===== src/rtl/v_issue_ctrl.sv =====
// v_issue_ctrl: single-issue sequencer for the vector coprocessor.
// Accepts one decoded instruction at a time, pulses the start of the
// selected functional unit, waits for that unit's done (with a timeout),
// then emits one-cycle writeback strobes for the CSR or register files.
// All outputs come straight from flops; no input reaches an output
// combinationally.

module v_issue_ctrl #(
    parameter int TIMEOUT_CYCLES = 255
) (
    input  logic       clk,
    input  logic       nrst,
    input  logic       instr_valid,
    output logic       instr_ready,
    input  logic [2:0] unit_sel,
    input  logic       is_vconfig,
    input  logic [4:0] vd_in,
    input  logic       v_wr_req,
    input  logic       x_wr_req,
    output logic [4:0] unit_start,
    input  logic [4:0] unit_done,
    output logic       csr_wr_en,
    output logic       reg_wr_en,
    output logic [4:0] vd_out,
    output logic       x_reg_wr_en,
    output logic       busy,
    output logic       timeout_err,
    input  logic       err_clr
);

    // Wait-cycle counter sized so TIMEOUT_CYCLES itself is representable.
    localparam int CNT_W = $clog2(TIMEOUT_CYCLES + 1);
    localparam logic [CNT_W-1:0] CNT_LAST = CNT_W'(TIMEOUT_CYCLES - 1);
    localparam logic [CNT_W-1:0] CNT_ZERO = {CNT_W{1'b0}};
    localparam logic [CNT_W-1:0] CNT_ONE  = {{(CNT_W-1){1'b0}}, 1'b1};

    typedef enum logic [2:0] {
        ST_IDLE  = 3'd0,
        ST_CFG   = 3'd1,
        ST_ISSUE = 3'd2,
        ST_WAIT  = 3'd3,
        ST_WB    = 3'd4
    } state_t;

    // True when the selector names a real functional unit (1..5).
    function automatic logic is_unit_f(input logic [2:0] sel);
        logic hit;
        case (sel)
            3'd1, 3'd2, 3'd3, 3'd4, 3'd5: hit = 1'b1;
            default:                      hit = 1'b0;
        endcase
        return hit;
    endfunction

    // One-hot start vector for a unit selector; NOP codes map to zero.
    function automatic logic [4:0] onehot_f(input logic [2:0] sel);
        logic [4:0] oh;
        case (sel)
            3'd1:    oh = 5'b00001;
            3'd2:    oh = 5'b00010;
            3'd3:    oh = 5'b00100;
            3'd4:    oh = 5'b01000;
            3'd5:    oh = 5'b10000;
            default: oh = 5'b00000;
        endcase
        return oh;
    endfunction

    // Picks only the done bit belonging to the selected unit.
    function automatic logic done_pick_f(input logic [2:0] sel, input logic [4:0] done);
        logic d;
        case (sel)
            3'd1:    d = done[0];
            3'd2:    d = done[1];
            3'd3:    d = done[2];
            3'd4:    d = done[3];
            3'd5:    d = done[4];
            default: d = 1'b0;
        endcase
        return d;
    endfunction

    state_t           state_r;
    state_t           state_nxt_s;
    logic [CNT_W-1:0] cnt_r;
    logic [CNT_W-1:0] cnt_nxt_s;
    logic             timeout_s;
    logic             accept_s;
    logic             done_sel_s;

    logic [2:0]       sel_r;
    logic             cfg_r;
    logic [4:0]       vd_r;
    logic             v_wr_r;
    logic             x_wr_r;

    logic             ready_r;
    logic             busy_r;
    logic [4:0]       start_r;
    logic             csr_wr_r;
    logic             reg_wr_r;
    logic             x_reg_wr_r;
    logic             err_r;

    assign accept_s = instr_valid & (state_r == ST_IDLE);
    // A vconfig never owns a unit, so it can never complete on a done bit.
    assign done_sel_s = ~cfg_r & done_pick_f(sel_r, unit_done);

    // Next-state and counter update for the issue sequence.
    always_comb begin
        state_nxt_s = state_r;
        cnt_nxt_s   = cnt_r;
        timeout_s   = 1'b0;
        case (state_r)
            ST_IDLE: begin
                if (instr_valid) begin
                    if (is_vconfig) begin
                        state_nxt_s = ST_CFG;
                    end else if (is_unit_f(unit_sel)) begin
                        state_nxt_s = ST_ISSUE;
                    end else begin
                        state_nxt_s = ST_IDLE;
                    end
                end else begin
                    state_nxt_s = ST_IDLE;
                end
            end
            ST_CFG: begin
                state_nxt_s = ST_IDLE;
            end
            ST_ISSUE: begin
                cnt_nxt_s   = CNT_ZERO;
                state_nxt_s = ST_WAIT;
            end
            ST_WAIT: begin
                // Done takes priority over the terminal count.
                if (done_sel_s) begin
                    state_nxt_s = ST_WB;
                end else if (cnt_r == CNT_LAST) begin
                    state_nxt_s = ST_IDLE;
                    timeout_s   = 1'b1;
                end else begin
                    cnt_nxt_s   = cnt_r + CNT_ONE;
                end
            end
            ST_WB: begin
                state_nxt_s = ST_IDLE;
            end
            default: begin
                state_nxt_s = ST_IDLE;
                cnt_nxt_s   = CNT_ZERO;
            end
        endcase
    end

    // State and wait counter registers.
    always_ff @(posedge clk) begin
        if (!nrst) begin
            state_r <= ST_IDLE;
            cnt_r   <= CNT_ZERO;
        end else begin
            state_r <= state_nxt_s;
            cnt_r   <= cnt_nxt_s;
        end
    end

    // Capture the instruction fields on accept; held until the next accept.
    always_ff @(posedge clk) begin
        if (!nrst) begin
            sel_r  <= 3'd0;
            cfg_r  <= 1'b0;
            vd_r   <= 5'd0;
            v_wr_r <= 1'b0;
            x_wr_r <= 1'b0;
        end else if (accept_s) begin
            sel_r  <= unit_sel;
            cfg_r  <= is_vconfig;
            vd_r   <= vd_in;
            v_wr_r <= v_wr_req;
            x_wr_r <= x_wr_req;
        end else begin
            sel_r  <= sel_r;
            cfg_r  <= cfg_r;
            vd_r   <= vd_r;
            v_wr_r <= v_wr_r;
            x_wr_r <= x_wr_r;
        end
    end

    // Output flops decoded from the state being entered, so each strobe
    // is high exactly while the controller sits in the matching state.
    always_ff @(posedge clk) begin
        if (!nrst) begin
            ready_r    <= 1'b1;
            busy_r     <= 1'b0;
            start_r    <= 5'b00000;
            csr_wr_r   <= 1'b0;
            reg_wr_r   <= 1'b0;
            x_reg_wr_r <= 1'b0;
        end else begin
            ready_r    <= (state_nxt_s == ST_IDLE);
            busy_r     <= (state_nxt_s != ST_IDLE);
            // ISSUE is only ever entered from IDLE, using the live selector.
            start_r    <= ((state_r == ST_IDLE) && (state_nxt_s == ST_ISSUE)) ?
                          onehot_f(unit_sel) : 5'b00000;
            csr_wr_r   <= (state_nxt_s == ST_CFG);
            reg_wr_r   <= (state_nxt_s == ST_WB) & v_wr_r;
            x_reg_wr_r <= (state_nxt_s == ST_WB) & x_wr_r;
        end
    end

    // Sticky timeout flag; a new timeout beats a simultaneous clear.
    always_ff @(posedge clk) begin
        if (!nrst) begin
            err_r <= 1'b0;
        end else if (timeout_s) begin
            err_r <= 1'b1;
        end else if (err_clr) begin
            err_r <= 1'b0;
        end else begin
            err_r <= err_r;
        end
    end

    assign instr_ready = ready_r;
    assign busy        = busy_r;
    assign unit_start  = start_r;
    assign csr_wr_en   = csr_wr_r;
    assign reg_wr_en   = reg_wr_r;
    assign x_reg_wr_en = x_reg_wr_r;
    assign vd_out      = vd_r;
    assign timeout_err = err_r;

endmodule


===== config.mk =====
export PLATFORM = sky130hd
export DESIGN_NAME = v_issue_ctrl
export DESIGN_NICKNAME = d
export VERILOG_FILES = /design/src/rtl/v_issue_ctrl.sv
export SDC_FILE = /design/constraint.sdc
export NUM_CORES = 1
export LEC_CHECK = 0
export CAP_MARGIN = 20
export CORE_MARGIN = 2
export CORE_UTILIZATION = 50
export CTS_CLUSTER_DIAMETER = 200
export CTS_CLUSTER_SIZE = 8
export DETAILED_ROUTE_END_ITERATION = 7
export PLACE_DENSITY = 0.82
export SLEW_MARGIN = 15
export SYNTH_ARGS = -nofsm -noshare
export SYNTH_HDL_FRONTEND = slang
export SYNTH_SLANG_ARGS = --single-unit

===== constraint.sdc =====
create_clock -name clk -period 3.3 [get_ports clk]
set_input_delay 0.66 -clock clk [delete_from_list [all_inputs] [get_ports clk]]
set_output_delay 0.66 -clock clk [all_outputs]
set_load 0.02 [all_outputs]

======== Word level (Yosys, flattened, before mapping) ========
Cells that the tools add are included.
storage, ports and cells
  register bits after elaboration ......... 33
  output and inout bits ................... 16
  bits in latches ......................... 0
  bits in writable memories ............... 0
  memories ................................ 0
  bits in read-only memories .............. 0
cells by class
  magnitude comparators ................... 0
  div/mod/pow operators ................... 0
  mux-type cells .......................... 20
  equality and inequality tests ........... 20
  bitwise operators ....................... 6
  shifts and indexed selects .............. 0
  add/subtract/negate cells ............... 1
  reduce and logical (&&, ||, !) cells .... 9
  $mul .................................... 0
operators by type and width
  kind                                                  number
  case mux 5 bit (5 select lines)                       1
  equality test 3 x 2 -> 1 bit (second input constant)  7
  equality test 3 bit (second input constant)           6
  2-to-1 mux 8 bit                                      2
  case mux 8 bit (2 select lines)                       1
  equality test 3 x 1 -> 1 bit (second input constant)  4
  2-to-1 mux 1 bit                                      9
  2-to-1 mux 3 bit                                      3
  case mux 3 bit (3 select lines)                       1
  adder 8 x 1 -> 8 bit (second input constant)          1
  equality test 8 bit (second input constant)           1
  zero test 3 bit                                       2
  case mux 1 bit (5 select lines)                       1
  OR reduction 5 bit                                    1
  bitwise AND 1 bit                                     4
  2-to-1 mux 2 bit                                      2
  inequality test 2 bit (second input constant)         2
  AND reduction 3 bit                                   1
  nonzero test 3 bit                                    1
  OR reduction 3 bit                                    1
  NOT 1 bit                                             2
  AND reduction 2 bit                                   1
  nonzero test 2 bit                                    1
  logical AND 1 bit                                     1

======== Depth between registers and ports, before layout ========
  word-level depth ........................ 13
  gate-level depth with buffers ........... 7
  mapped depth without buffers ............ 7

======== Least setup slack after synthesis ========
Ideal clock, no wire load.
  path kind ............................... input -> register
  start ................................... in unit_done[0]
  end ..................................... reg cnt_r[4]
  cell stages on the path ................. 5
  setup slack ............................. 1.232 ns
  data required time ...................... 3.175 ns
  arrival time ............................ 1.943 ns
  library setup time ...................... 0.125 ns
  cell sequence ........................... mux2_4 > a32o_2 > or4_4 > o211ai_1 > o31ai_1
between the ends
  longest elaborated chain between the ends .. 4
RTL lines
  what                             line  source
  start, declared                  21    input logic [4:0] unit_done,
  case mux 1 bit (5 select lines)  72    case (sel)
  bitwise AND 1 bit                107   assign done_sel_s = ~cfg_r & done_pick_f(sel_r, unit_done);
  inequality test 2 bit (no line)  --
  AND reduction 3 bit (no line)    --
  end signal, assigned             163   cnt_r <= cnt_nxt_s;
  end, declared                    85    logic [CNT_W-1:0] cnt_r;
No other way between the ends.
A chain may end at the register's enable or synchronous reset.

==> results.md <==
- Fin nets: 215
- Synth-to-Final Area Change: 31.7%
- Largest net degree at the start of global routing: 23
- Die width: 56.5 um
- Reg2Reg Depth: 5
- Die Ht: 56.5 um
- HPWL Detailed: 2.25 mm
- Gate power share: 0.148
- RSZ-0062 raised after global routing: false
- Crit path arrival time: 2.53 ns
- IO Pins: 36
- Outcome: completed
- Layout Cells excl Fill: 225
- Core Box Area: 2690 sq um
- Relative slew slack: 0.598
- Asr flop ratio synth: 0
- Crit path from: nrst
- CTS tree: done
- Switching Fraction: 0.262
- Setup_tns: 0 ns
- Post-Synthesis Cells: 154
- P_leak: 0.642 nW
- Max FO, Critical Path: 8
- Initial DRT Pass Iterations: 4
- Routed via count: 1269
- Yosys warns: 0
- Row cnt: 19
- Setup crit end kind: flip-flop
- Main synth FF type: dfxtp_1
- Max-slew violation count: 0
- Syn avg cell area: 8.95 sq um
- Net Sw Power: 0.196 mW
- Worst r2r dst: cnt_r[3]
- Mapped Nets: 176
- Critical Path Sink: cnt_r[3]
- Initial Util: 0.513
- Final hold viol count: 0
- Final Cycle Share: 0.690
- Peak supply drop: 0.000323 V
- First-pass GRT wire length: 5.11 mm
- Seq/Total Area, Yosys: 0.480
- Vias per cell: 5.64
- Cell area after layout: 1810 sq um
- Placer Congestion: 0.718
- Slew @ Worst Pin: 0.602 ns
- Multi-input gate area: 679 sq um
- CTS Root Buffer Type: clkbuf_4
- Pint: 0.551 mW
- Antenna-violating nets left: 0
- FILL cells: 227
- Congestion Overflow GR: 0
- Total track usage: 0.211
- H-tree levels: 2
- Port bufs: 35
- Crit start category: input pin
- Post-Syn Area: 1380 sq um
- Reg2reg setup slack: 1.36 ns
- Worst R2R Start: sel_r[1]
- Kind of critical path: in2reg
- Yosys top cell area share: 0.480
- Clk buf depth: 2
- Seq pwr share: 0.568
- Post-synth EDFFs: 0
- Clock share of power: 0.285
- Initial DRC count: 36
- #FFs+latches synth: 33
- Synth top area cells: dfxtp_1 48%, nand2_1 7.9%, a21boi_0 7.6%
- Worst-Skew Late Latency: 0.34 ns
- # setup viols final: 0
- Avg WL per Cell: 13.4 um
- Dpl cell area: 1760 sq um
- CTS Hold Bufs: 0
- Minimum clock period: 2.28 ns
- Share of cells above drive strength 1: 0.0979
- Top cells by count, synth: 33 x dfxtp_1, 29 x nand2_1, 14 x a21boi_0
- Clock-pin transition on the worst setup and hold timing paths: 0.11 ns
- Power density over cell area: 412 nW/um^2
- ANT cells: 0
- Vias in the first global route: 1206
- Postcts setup bufs: 0
- Detailed Route WL: 3.02 mm
- Post-Route Skew: 0.0181 ns
- Fmax: 439 MHz
- Number of gates resized after CTS: 0
- Count leader, synth: dfxtp_1
- Max Cap Viol: 0
- Synth unique cells: 35
- Inst Count DP: 217
- Post-synth top area cell: dfxtp_1
- Register area: 661 sq um
- Die area: 3190 sq um
- HP Class: reg2reg
- Remaining DRCs: 0
- Req. time, crit path: 3.55 ns
- Antenna violations before repair: 0
- TritonCTS Sinks: 33
- CTS Buf Count: 5
==> worst max-delay path: stages <==
cell and delay, ns:
clkdlybuf4s50_1 0.49, a21boi_0 0.32, a21boi_1 0.57, nand3_1 0.23, o31ai_1 0.26
==> state kept, by name, indices dropped and copies added (netlist names) <==
name         flops
cnt_r            8
unit_start       5
vd_out           5
sel_r            3
state_r          3
busy             1
cfg_r            1
csr_wr_en        1
instr_ready      1
reg_wr_en        1
timeout_err      1
v_wr_r           1
x_reg_wr_en      1
x_wr_r           1
==> cells by family after synthesis <==
| kind of cell | count (synthesis) | synth area share |
|---|---|---|
| simple gates | 71 | 0.264 |
| compound gates | 36 | 0.192 |
| mux | 2 | 0.0191 |
| flops | 33 | 0.480 |
| fa+ha+maj | 2 | 0.0182 |
| buf+inv | 10 | 0.0273 |
==> per-stage QoR <==
step	utilization	power [mW]	setup slack [ns]	hold WS [ns]
CTS	0.675	0.759	1.04	0.472
finish	0.675	0.747	1.02	0.466
global route	0.675	0.786	0.865	0.491
floorplan	-	0.489	1.23	0.430
global placement	0.656	0.540	0.782	0.448
detailed placement	0.656	0.543	0.684	0.445
==> layout by cell type (no fill, tap or decap), types with 2 or more instances in the layout <==
master / Yosys / routed
a21boi_0: 14 / 14
and2_1: 2 / 2
buf_4: 0 / 2
clkbuf_4: 0 / 5
clkdlybuf4s50_1: 0 / 35
clkinv_2: 0 / 2
dfxtp_1: 33 / 33
ha_1: 2 / 2
inv_1: 5 / 5
nand2_1: 29 / 29
nand2b_1: 2 / 2
nand3_1: 8 / 8
nand3b_1: 2 / 2
nand4_1: 3 / 3
nor2_1: 10 / 10
nor3_1: 5 / 5
o211ai_1: 5 / 5
o21a_1: 2 / 2
o21ai_0: 2 / 2
o22ai_1: 2 / 2
o31ai_1: 5 / 5
or4_4: 2 / 2
==> power groups by stage <==
stage / Sequential [mW] / Combinational (mW) / Clock, mW
floorplan: 0.439 / 0.0506 / 0
global placement: 0.432 / 0.108 / 0
detailed placement: 0.433 / 0.110 / 0
CTS: 0.424 / 0.111 / 0.224
global route: 0.426 / 0.120 / 0.240
finish: 0.424 / 0.110 / 0.213
==> final cells by class <==
class | instances | share of cell area
Multi-Input combinational cell | 111 | 0.374
Sequential cell | 33 | 0.364
Clock inverter | 2 | 0.00552
Tap cell | 31 | 0.0214
Timing Repair Buffer | 37 | 0.201
Inverter | 5 | 0.0103
Clock buffer | 6 | 0.0228
==> routing by layer <==
layer,up-vias,wire (um),track usage
li1,628,-,-
met1,589,1270,0.234
met2,45,1480,0.337
met3,7,211,0.0945
met4,0,55,0.112
met5,-,0,0
==> worst min path at each step <==
stage	start	end	slack, ns	cells past startpoint
global route	vd_out[4]	vd_out[4]	0.49	2
global placement	vd_out[4]	vd_out[4]	0.45	2
detailed placement	v_wr_r	reg_wr_en	0.44	1
CTS	v_wr_r	v_wr_r	0.47	2
finish	v_wr_r	v_wr_r	0.47	2
floorplan	v_wr_r	reg_wr_en	0.43	1
Note: power is estimated with default switching activity, not from simulation.
